--- config.mk ---
export PLATFORM = sky130hd
export DESIGN_NAME = trng_seq_controller_flat
export DESIGN_NICKNAME = d
export VERILOG_FILES = /design/src/rtl/trng_pkg.sv /design/src/rtl/trng_seq_controller_if.sv /design/src/rtl/trng_done_sync.sv /design/src/rtl/trng_seq_controller.sv /design/src/flat_wrapper.sv
export SDC_FILE = /design/constraint.sdc
export NUM_CORES = 1
export LEC_CHECK = 0
export CORE_ASPECT_RATIO = 1.5
export CORE_MARGIN = 1.5
export CORE_UTILIZATION = 39
export CTS_BUF_LIST = sky130_fd_sc_hd__clkbuf_16
export DETAILED_ROUTE_END_ITERATION = 12
export SLEW_MARGIN = 10
export SYNTH_ARGS = -nofsm -noshare
export SYNTH_HDL_FRONTEND = slang
export SYNTH_HIERARCHICAL = 1
export SYNTH_SLANG_ARGS = --single-unit
--- constraint.sdc ---
create_clock -name clk -period 2.9 [get_ports clk]
set_input_delay 0.58 -clock clk [delete_from_list [all_inputs] [get_ports clk]]
set_output_delay 0.58 -clock clk [all_outputs]
set_load 0.01 [all_outputs]
--- src/rtl/trng_pkg.sv ---
// Shared encodings for the TRNG sequencing controller.
package trng_pkg;

  typedef enum logic [1:0] {
    OP_INST   = 2'b00,
    OP_RESEED = 2'b01,
    OP_GEN    = 2'b10,
    OP_RSVD   = 2'b11
  } op_t;

  typedef enum logic [2:0] {
    ST_IDLE       = 3'd0,
    ST_CLEAR      = 3'd1,
    ST_HASH_START = 3'd2,
    ST_HASH_WAIT  = 3'd3,
    ST_CAPTURE    = 3'd4,
    ST_DONE       = 3'd5,
    ST_ERR        = 3'd6
  } state_t;

  // One-hot decode of a state-register index (up to 8 registers).
  function automatic logic [7:0] onehot8(input logic [2:0] idx);
    onehot8 = 8'b1 << idx;
  endfunction

endpackage

--- src/rtl/trng_seq_controller_if.sv ---
// Host request/status and hash-datapath control bundle of the TRNG sequencer.
interface trng_seq_controller_if
  import trng_pkg::*;
#(
  parameter int NUM_REGS = 2,
  parameter int CNT_W    = 8
) ();

  logic                TRNG_Go;
  op_t                 Op_Type;
  logic [CNT_W-1:0]    Num_Blocks;
  logic                Hash_done;

  logic                Hash_Go;
  logic                mux1_sel;
  logic                mux2_sel;
  logic [NUM_REGS-1:0] rst_reg;
  logic [NUM_REGS-1:0] en_reg;
  logic                Out_Valid;
  logic                TRNG_Busy;
  logic                TRNG_Done;
  logic                TRNG_Err;
  logic                Reseed_Req;

  // Controller view.
  modport slave (
    input  TRNG_Go, Op_Type, Num_Blocks, Hash_done,
    output Hash_Go, mux1_sel, mux2_sel, rst_reg, en_reg, Out_Valid,
           TRNG_Busy, TRNG_Done, TRNG_Err, Reseed_Req
  );

  // Host plus hash-core view.
  modport master (
    output TRNG_Go, Op_Type, Num_Blocks, Hash_done,
    input  Hash_Go, mux1_sel, mux2_sel, rst_reg, en_reg, Out_Valid,
           TRNG_Busy, TRNG_Done, TRNG_Err, Reseed_Req
  );

endinterface

--- src/rtl/trng_done_sync.sv ---
// Hash completion detector: finishes only after Hash_done is seen low, then high.
module trng_done_sync (
  input  logic clk,
  input  logic Resetn,
  input  logic clr,
  input  logic watch,
  input  logic hash_done,
  output logic done
);

  logic seen_low;

  // Remember that the hash core dropped its done level during this wait.
  always_ff @(posedge clk or negedge Resetn) begin
    if (!Resetn) begin
      seen_low <= 1'b0;
    end else if (clr) begin
      seen_low <= 1'b0;
    end else if (watch && !hash_done) begin
      seen_low <= 1'b1;
    end
  end

  assign done = watch && seen_low && hash_done;

endmodule

--- src/rtl/trng_seq_controller.sv ---
// TRNG sequencer: drives the hash datapath for instantiate, reseed and generate.
module trng_seq_controller
  import trng_pkg::*;
#(
  parameter int NUM_REGS = 2,
  parameter int MAX_GEN  = 16,
  parameter int CNT_W    = 8
) (
  input logic                  clk,
  input logic                  Resetn,
  trng_seq_controller_if.slave bus
);

  localparam logic [CNT_W-1:0]    MAX_GEN_C = CNT_W'(MAX_GEN);
  localparam logic [2:0]          LAST_IDX  = 3'(NUM_REGS - 1);
  localparam logic [NUM_REGS-1:0] EN_LAST   = NUM_REGS'(onehot8(LAST_IDX));

  state_t              state;
  op_t                 op_q;
  logic [CNT_W-1:0]    nblk_q;
  logic [CNT_W-1:0]    blk_cnt;
  logic [CNT_W-1:0]    blk_inc;
  logic [CNT_W-1:0]    reseed_cnt;
  logic [2:0]          pass_idx;
  logic                inst_q;
  logic                hash_fin;

  logic                hash_go_q;
  logic                mux1_q;
  logic                mux2_q;
  logic [NUM_REGS-1:0] rst_q;
  logic [NUM_REGS-1:0] en_q;
  logic                ov_q;
  logic                busy_q;
  logic                done_q;
  logic                err_q;
  logic                rreq_q;

  assign blk_inc = blk_cnt + CNT_W'(1);

  trng_done_sync u_done_sync (
    .clk       (clk),
    .Resetn    (Resetn),
    .clr       (state == ST_HASH_START),
    .watch     (state == ST_HASH_WAIT),
    .hash_done (bus.Hash_done),
    .done      (hash_fin)
  );

  // Sequencer FSM; each output is set on entry to the state that owns it.
  always_ff @(posedge clk or negedge Resetn) begin
    if (!Resetn) begin
      state      <= ST_IDLE;
      op_q       <= OP_INST;
      nblk_q     <= '0;
      blk_cnt    <= '0;
      reseed_cnt <= '0;
      pass_idx   <= '0;
      inst_q     <= 1'b0;
      hash_go_q  <= 1'b0;
      mux1_q     <= 1'b0;
      mux2_q     <= 1'b0;
      rst_q      <= '0;
      en_q       <= '0;
      ov_q       <= 1'b0;
      busy_q     <= 1'b0;
      done_q     <= 1'b0;
      err_q      <= 1'b0;
      rreq_q     <= 1'b0;
    end else begin
      hash_go_q <= 1'b0;
      rst_q     <= '0;
      en_q      <= '0;
      ov_q      <= 1'b0;
      done_q    <= 1'b0;
      err_q     <= 1'b0;
      case (state)
        ST_IDLE: begin
          if (bus.TRNG_Go) begin
            op_q     <= bus.Op_Type;
            nblk_q   <= bus.Num_Blocks;
            blk_cnt  <= '0;
            pass_idx <= '0;
            busy_q   <= 1'b1;
            case (bus.Op_Type)
              OP_INST: begin
                mux1_q <= 1'b0;
                mux2_q <= 1'b0;
                rst_q  <= '1;
                state  <= ST_CLEAR;
              end
              OP_RESEED: begin
                if (!inst_q) begin
                  err_q <= 1'b1;
                  state <= ST_ERR;
                end else begin
                  mux1_q    <= 1'b0;
                  mux2_q    <= 1'b1;
                  hash_go_q <= 1'b1;
                  state     <= ST_HASH_START;
                end
              end
              OP_GEN: begin
                if (!inst_q || reseed_cnt == MAX_GEN_C) begin
                  err_q <= 1'b1;
                  state <= ST_ERR;
                end else if (bus.Num_Blocks == '0) begin
                  done_q <= 1'b1;
                  state  <= ST_DONE;
                end else begin
                  mux1_q    <= 1'b1;
                  mux2_q    <= 1'b0;
                  hash_go_q <= 1'b1;
                  state     <= ST_HASH_START;
                end
              end
              default: begin
                err_q <= 1'b1;
                state <= ST_ERR;
              end
            endcase
          end
        end
        ST_CLEAR: begin
          reseed_cnt <= '0;
          hash_go_q  <= 1'b1;
          state      <= ST_HASH_START;
        end
        ST_HASH_START: begin
          state <= ST_HASH_WAIT;
        end
        ST_HASH_WAIT: begin
          if (hash_fin) begin
            state <= ST_CAPTURE;
            if (op_q == OP_GEN) begin
              en_q       <= EN_LAST;
              ov_q       <= 1'b1;
              reseed_cnt <= reseed_cnt + CNT_W'(1);
            end else begin
              en_q <= NUM_REGS'(onehot8(pass_idx));
            end
          end
        end
        ST_CAPTURE: begin
          if (op_q == OP_GEN) begin
            // reseed_cnt already holds this block's increment here.
            blk_cnt <= blk_inc;
            if (reseed_cnt == MAX_GEN_C) begin
              rreq_q <= 1'b1;
            end
            if (blk_inc == nblk_q || reseed_cnt == MAX_GEN_C) begin
              done_q <= 1'b1;
              state  <= ST_DONE;
            end else begin
              hash_go_q <= 1'b1;
              state     <= ST_HASH_START;
            end
          end else if (pass_idx == LAST_IDX) begin
            inst_q     <= 1'b1;
            reseed_cnt <= '0;
            rreq_q     <= 1'b0;
            done_q     <= 1'b1;
            state      <= ST_DONE;
          end else begin
            pass_idx  <= pass_idx + 3'd1;
            hash_go_q <= 1'b1;
            state     <= ST_HASH_START;
          end
        end
        ST_DONE: begin
          busy_q <= 1'b0;
          state  <= ST_IDLE;
        end
        ST_ERR: begin
          busy_q <= 1'b0;
          state  <= ST_IDLE;
        end
        default: begin
          busy_q <= 1'b0;
          state  <= ST_IDLE;
        end
      endcase
    end
  end

  assign bus.Hash_Go    = hash_go_q;
  assign bus.mux1_sel   = mux1_q;
  assign bus.mux2_sel   = mux2_q;
  assign bus.rst_reg    = rst_q;
  assign bus.en_reg     = en_q;
  assign bus.Out_Valid  = ov_q;
  assign bus.TRNG_Busy  = busy_q;
  assign bus.TRNG_Done  = done_q;
  assign bus.TRNG_Err   = err_q;
  assign bus.Reseed_Req = rreq_q;

endmodule

--- src/flat_wrapper.sv ---
// flat-port wrapper written by rule: the top's interface ports become plain ports
module trng_seq_controller_flat import trng_pkg::*;
#(
  parameter int NUM_REGS = 2,
  parameter int MAX_GEN  = 16,
  parameter int CNT_W    = 8
)
  (clk, Resetn, bus_TRNG_Go, bus_Op_Type, bus_Num_Blocks, bus_Hash_done, bus_Hash_Go, bus_mux1_sel, bus_mux2_sel, bus_rst_reg, bus_en_reg, bus_Out_Valid, bus_TRNG_Busy, bus_TRNG_Done, bus_TRNG_Err, bus_Reseed_Req);
  trng_seq_controller_if #(.NUM_REGS(NUM_REGS), .CNT_W(CNT_W)) bus_i ();
  input logic clk;
  input logic Resetn;
  input wire logic [$bits(bus_i.TRNG_Go)-1:0] bus_TRNG_Go;
  input wire logic [$bits(bus_i.Op_Type)-1:0] bus_Op_Type;
  input wire logic [$bits(bus_i.Num_Blocks)-1:0] bus_Num_Blocks;
  input wire logic [$bits(bus_i.Hash_done)-1:0] bus_Hash_done;
  output wire logic [$bits(bus_i.Hash_Go)-1:0] bus_Hash_Go;
  output wire logic [$bits(bus_i.mux1_sel)-1:0] bus_mux1_sel;
  output wire logic [$bits(bus_i.mux2_sel)-1:0] bus_mux2_sel;
  output wire logic [$bits(bus_i.rst_reg)-1:0] bus_rst_reg;
  output wire logic [$bits(bus_i.en_reg)-1:0] bus_en_reg;
  output wire logic [$bits(bus_i.Out_Valid)-1:0] bus_Out_Valid;
  output wire logic [$bits(bus_i.TRNG_Busy)-1:0] bus_TRNG_Busy;
  output wire logic [$bits(bus_i.TRNG_Done)-1:0] bus_TRNG_Done;
  output wire logic [$bits(bus_i.TRNG_Err)-1:0] bus_TRNG_Err;
  output wire logic [$bits(bus_i.Reseed_Req)-1:0] bus_Reseed_Req;
  assign bus_i.TRNG_Go = bus_TRNG_Go;
  assign bus_i.Op_Type = bus_Op_Type;
  assign bus_i.Num_Blocks = bus_Num_Blocks;
  assign bus_i.Hash_done = bus_Hash_done;
  assign bus_Hash_Go = bus_i.Hash_Go;
  assign bus_mux1_sel = bus_i.mux1_sel;
  assign bus_mux2_sel = bus_i.mux2_sel;
  assign bus_rst_reg = bus_i.rst_reg;
  assign bus_en_reg = bus_i.en_reg;
  assign bus_Out_Valid = bus_i.Out_Valid;
  assign bus_TRNG_Busy = bus_i.TRNG_Busy;
  assign bus_TRNG_Done = bus_i.TRNG_Done;
  assign bus_TRNG_Err = bus_i.TRNG_Err;
  assign bus_Reseed_Req = bus_i.Reseed_Req;
  trng_seq_controller #(.NUM_REGS(NUM_REGS), .MAX_GEN(MAX_GEN), .CNT_W(CNT_W)) u_core (.clk(clk), .Resetn(Resetn), .bus(bus_i));
endmodule
Word-level counts from Yosys, hierarchy flattened. Index checks and enable logic that the tools add are counted.

Add/sub/neg operators: 3. Equal/unequal tests: 21. Shift-type cells: 1. Multiplexer cells: 68. Bitwise operators: 2. Reduce and logical (&&, ||, !) cells: 25.

Operator list (number): 8-bit 2-to-1 mux (6); 1-bit 2-to-1 mux (33); 3-bit 2-to-1 mux (11); 8-bit case mux with 3 select lines (1); 8-bit by 1-bit adder with 8-bit output (second input constant) (2); 8-bit case mux with 2 select lines (1); 3-bit case mux with 5 select lines (1); 2-bit 2-to-1 mux (6); 2-bit by 1-bit inequality test with 1-bit output (second input constant) (6); 1-bit case mux with 3 select lines (4); 2-bit inequality test (second input constant) (5); 3-bit case mux with 3 select lines (1); 3-bit AND reduction (3); 8-bit by 5-bit equality test with 1-bit output (second input constant) (1); 8-bit equality test (1); 8-bit logical NOT (1); 3-bit by 1-bit equality test with 1-bit output (second input constant) (2); 3-bit by 2-bit equality test with 1-bit output (second input constant) (2); 1-bit case mux with 2 select lines (3); 3-bit case mux with 2 select lines (1); 2-bit AND reduction (3); 6-bit AND reduction (1); 2-bit nonzero test (3); 3-bit nonzero test (2); 14 further kinds (20).

Flip-flop bits (word level): 46. Input bits: 14. Output and inout bits: 12.

Longest topological paths before layout.
Word-level depth: 6. Gate-level depth with buffers: 10. Depth with buffers taken out: 9.

By module. The synthesis kept the hierarchy.

Modules (own cells, without submodules): trng_seq_controller (instances 1, cells an instance 278, area an instance 2423.6 µm²); trng_done_sync (instances 1, cells an instance 5, area an instance 51.3 µm²).

Least setup slack after synthesis. OpenSTA, ideal clock, no wires.

Path kind: register to register. Start: register u_core.state[0]. End: register u_core.reseed_cnt[3]. Setup time: 0.077 ns. Data arrival time: 1.985 ns. Required time: 2.823 ns. Path slack: 0.838 ns. Stages on the path, launching flop included: 10. Buffers on the path: 2. Clock period less this slack: 2.062 ns. Path through: dfrtp_1 > buf_2 > nand3_1 > inv_1 > and3_2 > inv_1 > o32a_1 > buf_2 > or3_1 > a21oi_1.

Cells in the longest elaborated chain, start to end: 5.

RTL lines: from (decl) (line trng_seq_controller.sv:18) `state_t state;`; from (signal assigned) (line trng_seq_controller.sv:53) `state <= ST_IDLE;`; from (signal assigned) (line trng_seq_controller.sv:90) `state <= ST_CLEAR;`; from (signal assigned) (line trng_seq_controller.sv:95) `state <= ST_ERR;`; 3-bit by 2-bit equality test with 1-bit output (line trng_seq_controller.sv:45) `.watch (state == ST_HASH_WAIT),`; 1-bit logical AND (2 in a row) (line trng_done_sync.sv:24) `assign done = watch && seen_low && hash_done;`; net u_core.hash_fin (line trng_seq_controller.sv:26) `logic hash_fin;`; 2-bit by 1-bit inequality test with 1-bit output (no line); 5-bit AND reduction (no line); to (signal assigned) (line trng_seq_controller.sv:138) `reseed_cnt <= reseed_cnt + CNT_W'(1);`; to (decl) (line trng_seq_controller.sv:23) `logic [CNT_W-1:0] reseed_cnt;`.

The timed path passes the listed nets, and every way through them passes these cells. A chain may end at the register's enable or synchronous reset.

Final worst setup path.
Start: input port bus_Num_Blocks[4]. End: register u_core.mux1_q, in the netlist u_core/bus.mux1_sel.

Cells in the longest elaborated chain, start to end: 3.

RTL lines: from (decl) (line flat_wrapper.sv:14) `input wire logic [$bits(bus_i.Num_Blocks)-1:0] bus_Num_Blocks;`; 8-bit logical NOT (line trng_seq_controller.sv:107) `end else if (bus.Num_Blocks == '0) begin`; 2-bit inequality test (no line); 6-bit AND reduction (no line); to (signal assigned) (line trng_seq_controller.sv:87) `mux1_q <= 1'b0;`; to (signal assigned) (line trng_seq_controller.sv:97) `mux1_q <= 1'b0;`; to (signal assigned) (line trng_seq_controller.sv:111) `mux1_q <= 1'b1;`; to (decl) (line trng_seq_controller.sv:29) `logic mux1_q;`.

No other way between the ends.

==> flow_metrics.env <==
export IMPL_finalSetupViolations=0
export IMPL_root_buffer="sky130_fd_sc_hd__clkbuf_16"
export IMPL_multiInputGateArea_sq_mm=0.00127
export IMPL_synthDistinctLibCells=46
export IMPL_netSwitchingFraction_pct=36.3
export IMPL_place_detailed_hpwl_mm=4.39
export IMPL_total_routing_resource_utilization_after_global_routing_pct=19.0
export IMPL_drc=0
export IMPL_final_max_slew_viol_count=0
export IMPL_clkSinkCount=45
export IMPL_diode_count=0
export IMPL_critical_path_startpoint_type="primary input"
export IMPL_layout_core_utilization_pct=48.9
export IMPL_nets=335
export IMPL_met3_wirelength_microns=165
export IMPL_hold_violations=0
export IMPL_power_switching_mw=0.958
export IMPL_cts_repair_timing_setup_buffer_count=0
export IMPL_p_int_mw=1.68
export IMPL_cp_data_arrival_time_ns=2.43
export IMPL_worst_setup_path_type="in -> reg"
export IMPL_post_synth_instance_area_sq_mm=0.00247
export IMPL_largestRegisters="u_core/blk_cnt x8, u_core/nblk_q x8, u_core/reseed_cnt x8"
export IMPL_path_clk_slew_ns=0.07
export IMPL_synth_net_count=306
export IMPL_synth_avg_cell_area_sq_um=8.75
export IMPL_drt_first_iter_violations=118
export IMPL_route_top_layer_used="met4"
export IMPL_core_area_sq_mm=0.00613
export IMPL_post_drt_wl_per_cell_microns=15.3
export IMPL_netlist_top_cell_by_area="sky130_fd_sc_hd__dfrtp_1"
export IMPL_tritoncts_num_buffers=5
export IMPL_nFillCells=597
export IMPL_critical_path_endpoint_type="flip-flop"
export IMPL_rsz0062_at_grt="false"
export IMPL_initial_utilization_pct=40.4
export IMPL_report_power_total_mw=2.64
export IMPL_power_static_leakage_nw=1.33
export IMPL_dpl_worst_slack_ns=0.367
export IMPL_comb_power_share_pct=36.6
export IMPL_asyncSetResetFlopFracSynth_pct=100
export IMPL_portBuffers=25
export IMPL_detailedRoute_firstPassIterationCount=4
export IMPL_met2_wirelength_mm=3.35
export IMPL_clk_latency_ns=0.29
export IMPL_crit_reg2reg_capture="u_core/reseed_cnt[3]"
export IMPL_yosys_top_cells_count="51 x sky130_fd_sc_hd__nand2_1, 45 x sky130_fd_sc_hd__dfrtp_1, 29 x sky130_fd_sc_hd__o21ai_0, 23 x sky130_fd_sc_hd__nor2_1, 14 x sky130_fd_sc_hd__a21oi_1"
export IMPL_tns_ns=0
export IMPL_p_seq_share_pct=35.4
export IMPL_first_global_vias=2088
export IMPL_post_synth_top_area_share_pct=45.5
export IMPL_cts_hold_buffers=0
export IMPL_slew_headroom_pct=65.5
export IMPL_final_min_period_over_clock_period_pct=77.9
export IMPL_post_synth_top_count_cell="sky130_fd_sc_hd__nand2_1"
export IMPL_synth_edff_count=0
export IMPL_met1Wirelength_mm=2.33
export IMPL_finalClockSkew_ns=0.00646
export IMPL_floorplan_die_area_sq_mm=0.00684
export IMPL_worstPathMaxFanout=4
export IMPL_num_io_pins=26
export IMPL_antenna_found_initial=0
export IMPL_finalHoldWorstSlack_ns=0.258
export IMPL_place_area_sq_mm=0.00281
export IMPL_routed_wl_mm=5.94
export IMPL_deepest_clock_path_buffer_count=2
export IMPL_ff_latch_area_sq_mm=0.00113
export IMPL_layout_cells_non_filler=387
export IMPL_regToRegStartpoint="u_core/state[2]"
export IMPL_postSynth_topFlopCell="sky130_fd_sc_hd__dfrtp_1"
export IMPL_chipHeight_microns=101
export IMPL_peakVddDrop_v=0.000416
export IMPL_drive_above_1_share_pct=7.99
export IMPL_htree_levels=2
export IMPL_ctsResizeCount=0
export IMPL_drv_cap=0
export IMPL_tightestPinTransition_ns=0.518
export IMPL_route_antenna_remaining_nets=0
export IMPL_timing_critical_path_required_ns=3.08
export IMPL_syn_to_final_growth_pct=21.2
export IMPL_pin_count_of_the_biggest_net_entering_global_routing=25
export IMPL_ff2ff_path_depth=8
export IMPL_synth_top_cells_by_area="sky130_fd_sc_hd__dfrtp_1 46%, sky130_fd_sc_hd__nand2_1 7.7%, sky130_fd_sc_hd__o21ai_0 5.9%"
export IMPL_synth_seq_cells=45
export IMPL_power_clock_fraction_pct=28.0
export IMPL_seq_area_frac_synth_pct=45.5
export IMPL_power_per_cell_area_mw_per_mm2=879
export IMPL_viasPerCell=5.50
export IMPL_grt_overflow_total=0
export IMPL_num_vias=2130
export IMPL_grt_first_pass_wirelength_mm=9.77
export IMPL_hold_class="in -> async"
export IMPL_die_x_microns=68.0
export IMPL_max_freq_mhz=443
export IMPL_yosysWarnings=6
export IMPL_final_min_clock_period_ns=2.26
export IMPL_worst_slack_ns=0.642
export IMPL_place_detailed_instances=379
export IMPL_tritoncts_clock_tree="built"
export IMPL_status="finished, final reports clean"
export IMPL_timing_reg2reg_setup_slack_ns=0.71
export IMPL_finalInstanceArea_sq_mm=0.00300
export IMPL_rows=35
export IMPL_netlist_instances=283
export IMPL_gpl_congestion=0.799
layout by cell type (no fill, tap or decap), types with 2 or more instances in the layout:
| master | count |
|---|---|
| sky130_fd_sc_hd__a21oi_1 | 14 |
| sky130_fd_sc_hd__a22o_1 | 3 |
| sky130_fd_sc_hd__a31oi_1 | 5 |
| sky130_fd_sc_hd__and3_1 | 6 |
| sky130_fd_sc_hd__buf_4 | 5 |
| sky130_fd_sc_hd__bufinv_16 | 2 |
| sky130_fd_sc_hd__clkbuf_16 | 5 |
| sky130_fd_sc_hd__clkdlybuf4s50_1 | 24 |
| sky130_fd_sc_hd__dfrtp_1 | 45 |
| sky130_fd_sc_hd__ha_1 | 9 |
| sky130_fd_sc_hd__inv_1 | 10 |
| sky130_fd_sc_hd__mux2_2 | 3 |
| sky130_fd_sc_hd__nand2_1 | 51 |
| sky130_fd_sc_hd__nand2b_1 | 3 |
| sky130_fd_sc_hd__nand3_1 | 13 |
| sky130_fd_sc_hd__nand3b_1 | 2 |
| sky130_fd_sc_hd__nand4_1 | 3 |
| sky130_fd_sc_hd__nor2_1 | 23 |
| sky130_fd_sc_hd__nor2b_1 | 7 |
| sky130_fd_sc_hd__nor3_1 | 4 |
| sky130_fd_sc_hd__nor3_2 | 2 |
| sky130_fd_sc_hd__nor3b_1 | 2 |
| sky130_fd_sc_hd__nor4_1 | 2 |
| sky130_fd_sc_hd__o21ai_0 | 29 |
| sky130_fd_sc_hd__o21ai_1 | 2 |
| sky130_fd_sc_hd__o21bai_1 | 2 |
| sky130_fd_sc_hd__o31ai_1 | 3 |
| sky130_fd_sc_hd__or4_1 | 2 |
| sky130_fd_sc_hd__xnor2_1 | 9 |
| sky130_fd_sc_hd__xor2_1 | 4 |
worst max-delay path by stage:
stage                 startpoint                    to  slack [ns]
3_5_place_dp   bus_Num_Blocks[5]   u_core/bus.mux1_sel        0.37
3_3_place_gp   bus_Num_Blocks[5]   u_core/bus.mux1_sel        0.39
5_1_grt          u_core/state[2]  u_core/reseed_cnt[3]        0.50
2_1_floorplan    u_core/state[0]  u_core/reseed_cnt[3]        0.84
6_report       bus_Num_Blocks[4]   u_core/bus.mux1_sel        0.64
4_1_cts        bus_Num_Blocks[5]   u_core/bus.mux1_sel        0.66
final cells by class:
type                    instances  area share (%)
flip-flops and latches         45            37.5
multi-input cells             219            42.2
well taps                      74            3.09
inverters                      11            1.38
repair buffers                 30            9.42
clock inverters                 3            2.17
clock buffers                   5            4.17
layer usage:
layer,vias to the layer above,GRT usage (%)
met5,-,0
met4,0,6.46
met3,6,2.91
met2,32,34.9
met1,1049,21.6
li1,1043,-
kinds of logic (layout without fill, tap and decap cells):
logic type      Yosys count  in the layout  share of synthesized area [%]
simple gates            127            127                           24.7
flops                    45             45                           45.5
compound gates           67             67                           16.0
xor+xnor                 13             13                           4.60
mux                       3              3                           1.36
fa+ha+maj                 9              9                           4.55
buf+inv                  19             49                           3.29
power by group through the flow:
stage	Combinational, mW	Clock [mW]	Sequential [mW]
6_report	0.966	0.739	0.933
5_1_grt	1.08	0.781	0.957
4_1_cts	0.970	0.747	0.936
3_5_place_dp	0.966	0	0.945
3_3_place_gp	0.951	0	0.944
2_1_floorplan	0.657	0	0.925
critical path: stages:
cell,delay (ns)
sky130_fd_sc_hd__clkdlybuf4s50_1,0.43
sky130_fd_sc_hd__or4_1,0.51
sky130_fd_sc_hd__nor2_1,0.29
sky130_fd_sc_hd__o21ai_1,0.15
sky130_fd_sc_hd__nand3_1,0.13
sky130_fd_sc_hd__mux2_2,0.34
Note: power is estimated with default switching activity, not from simulation.
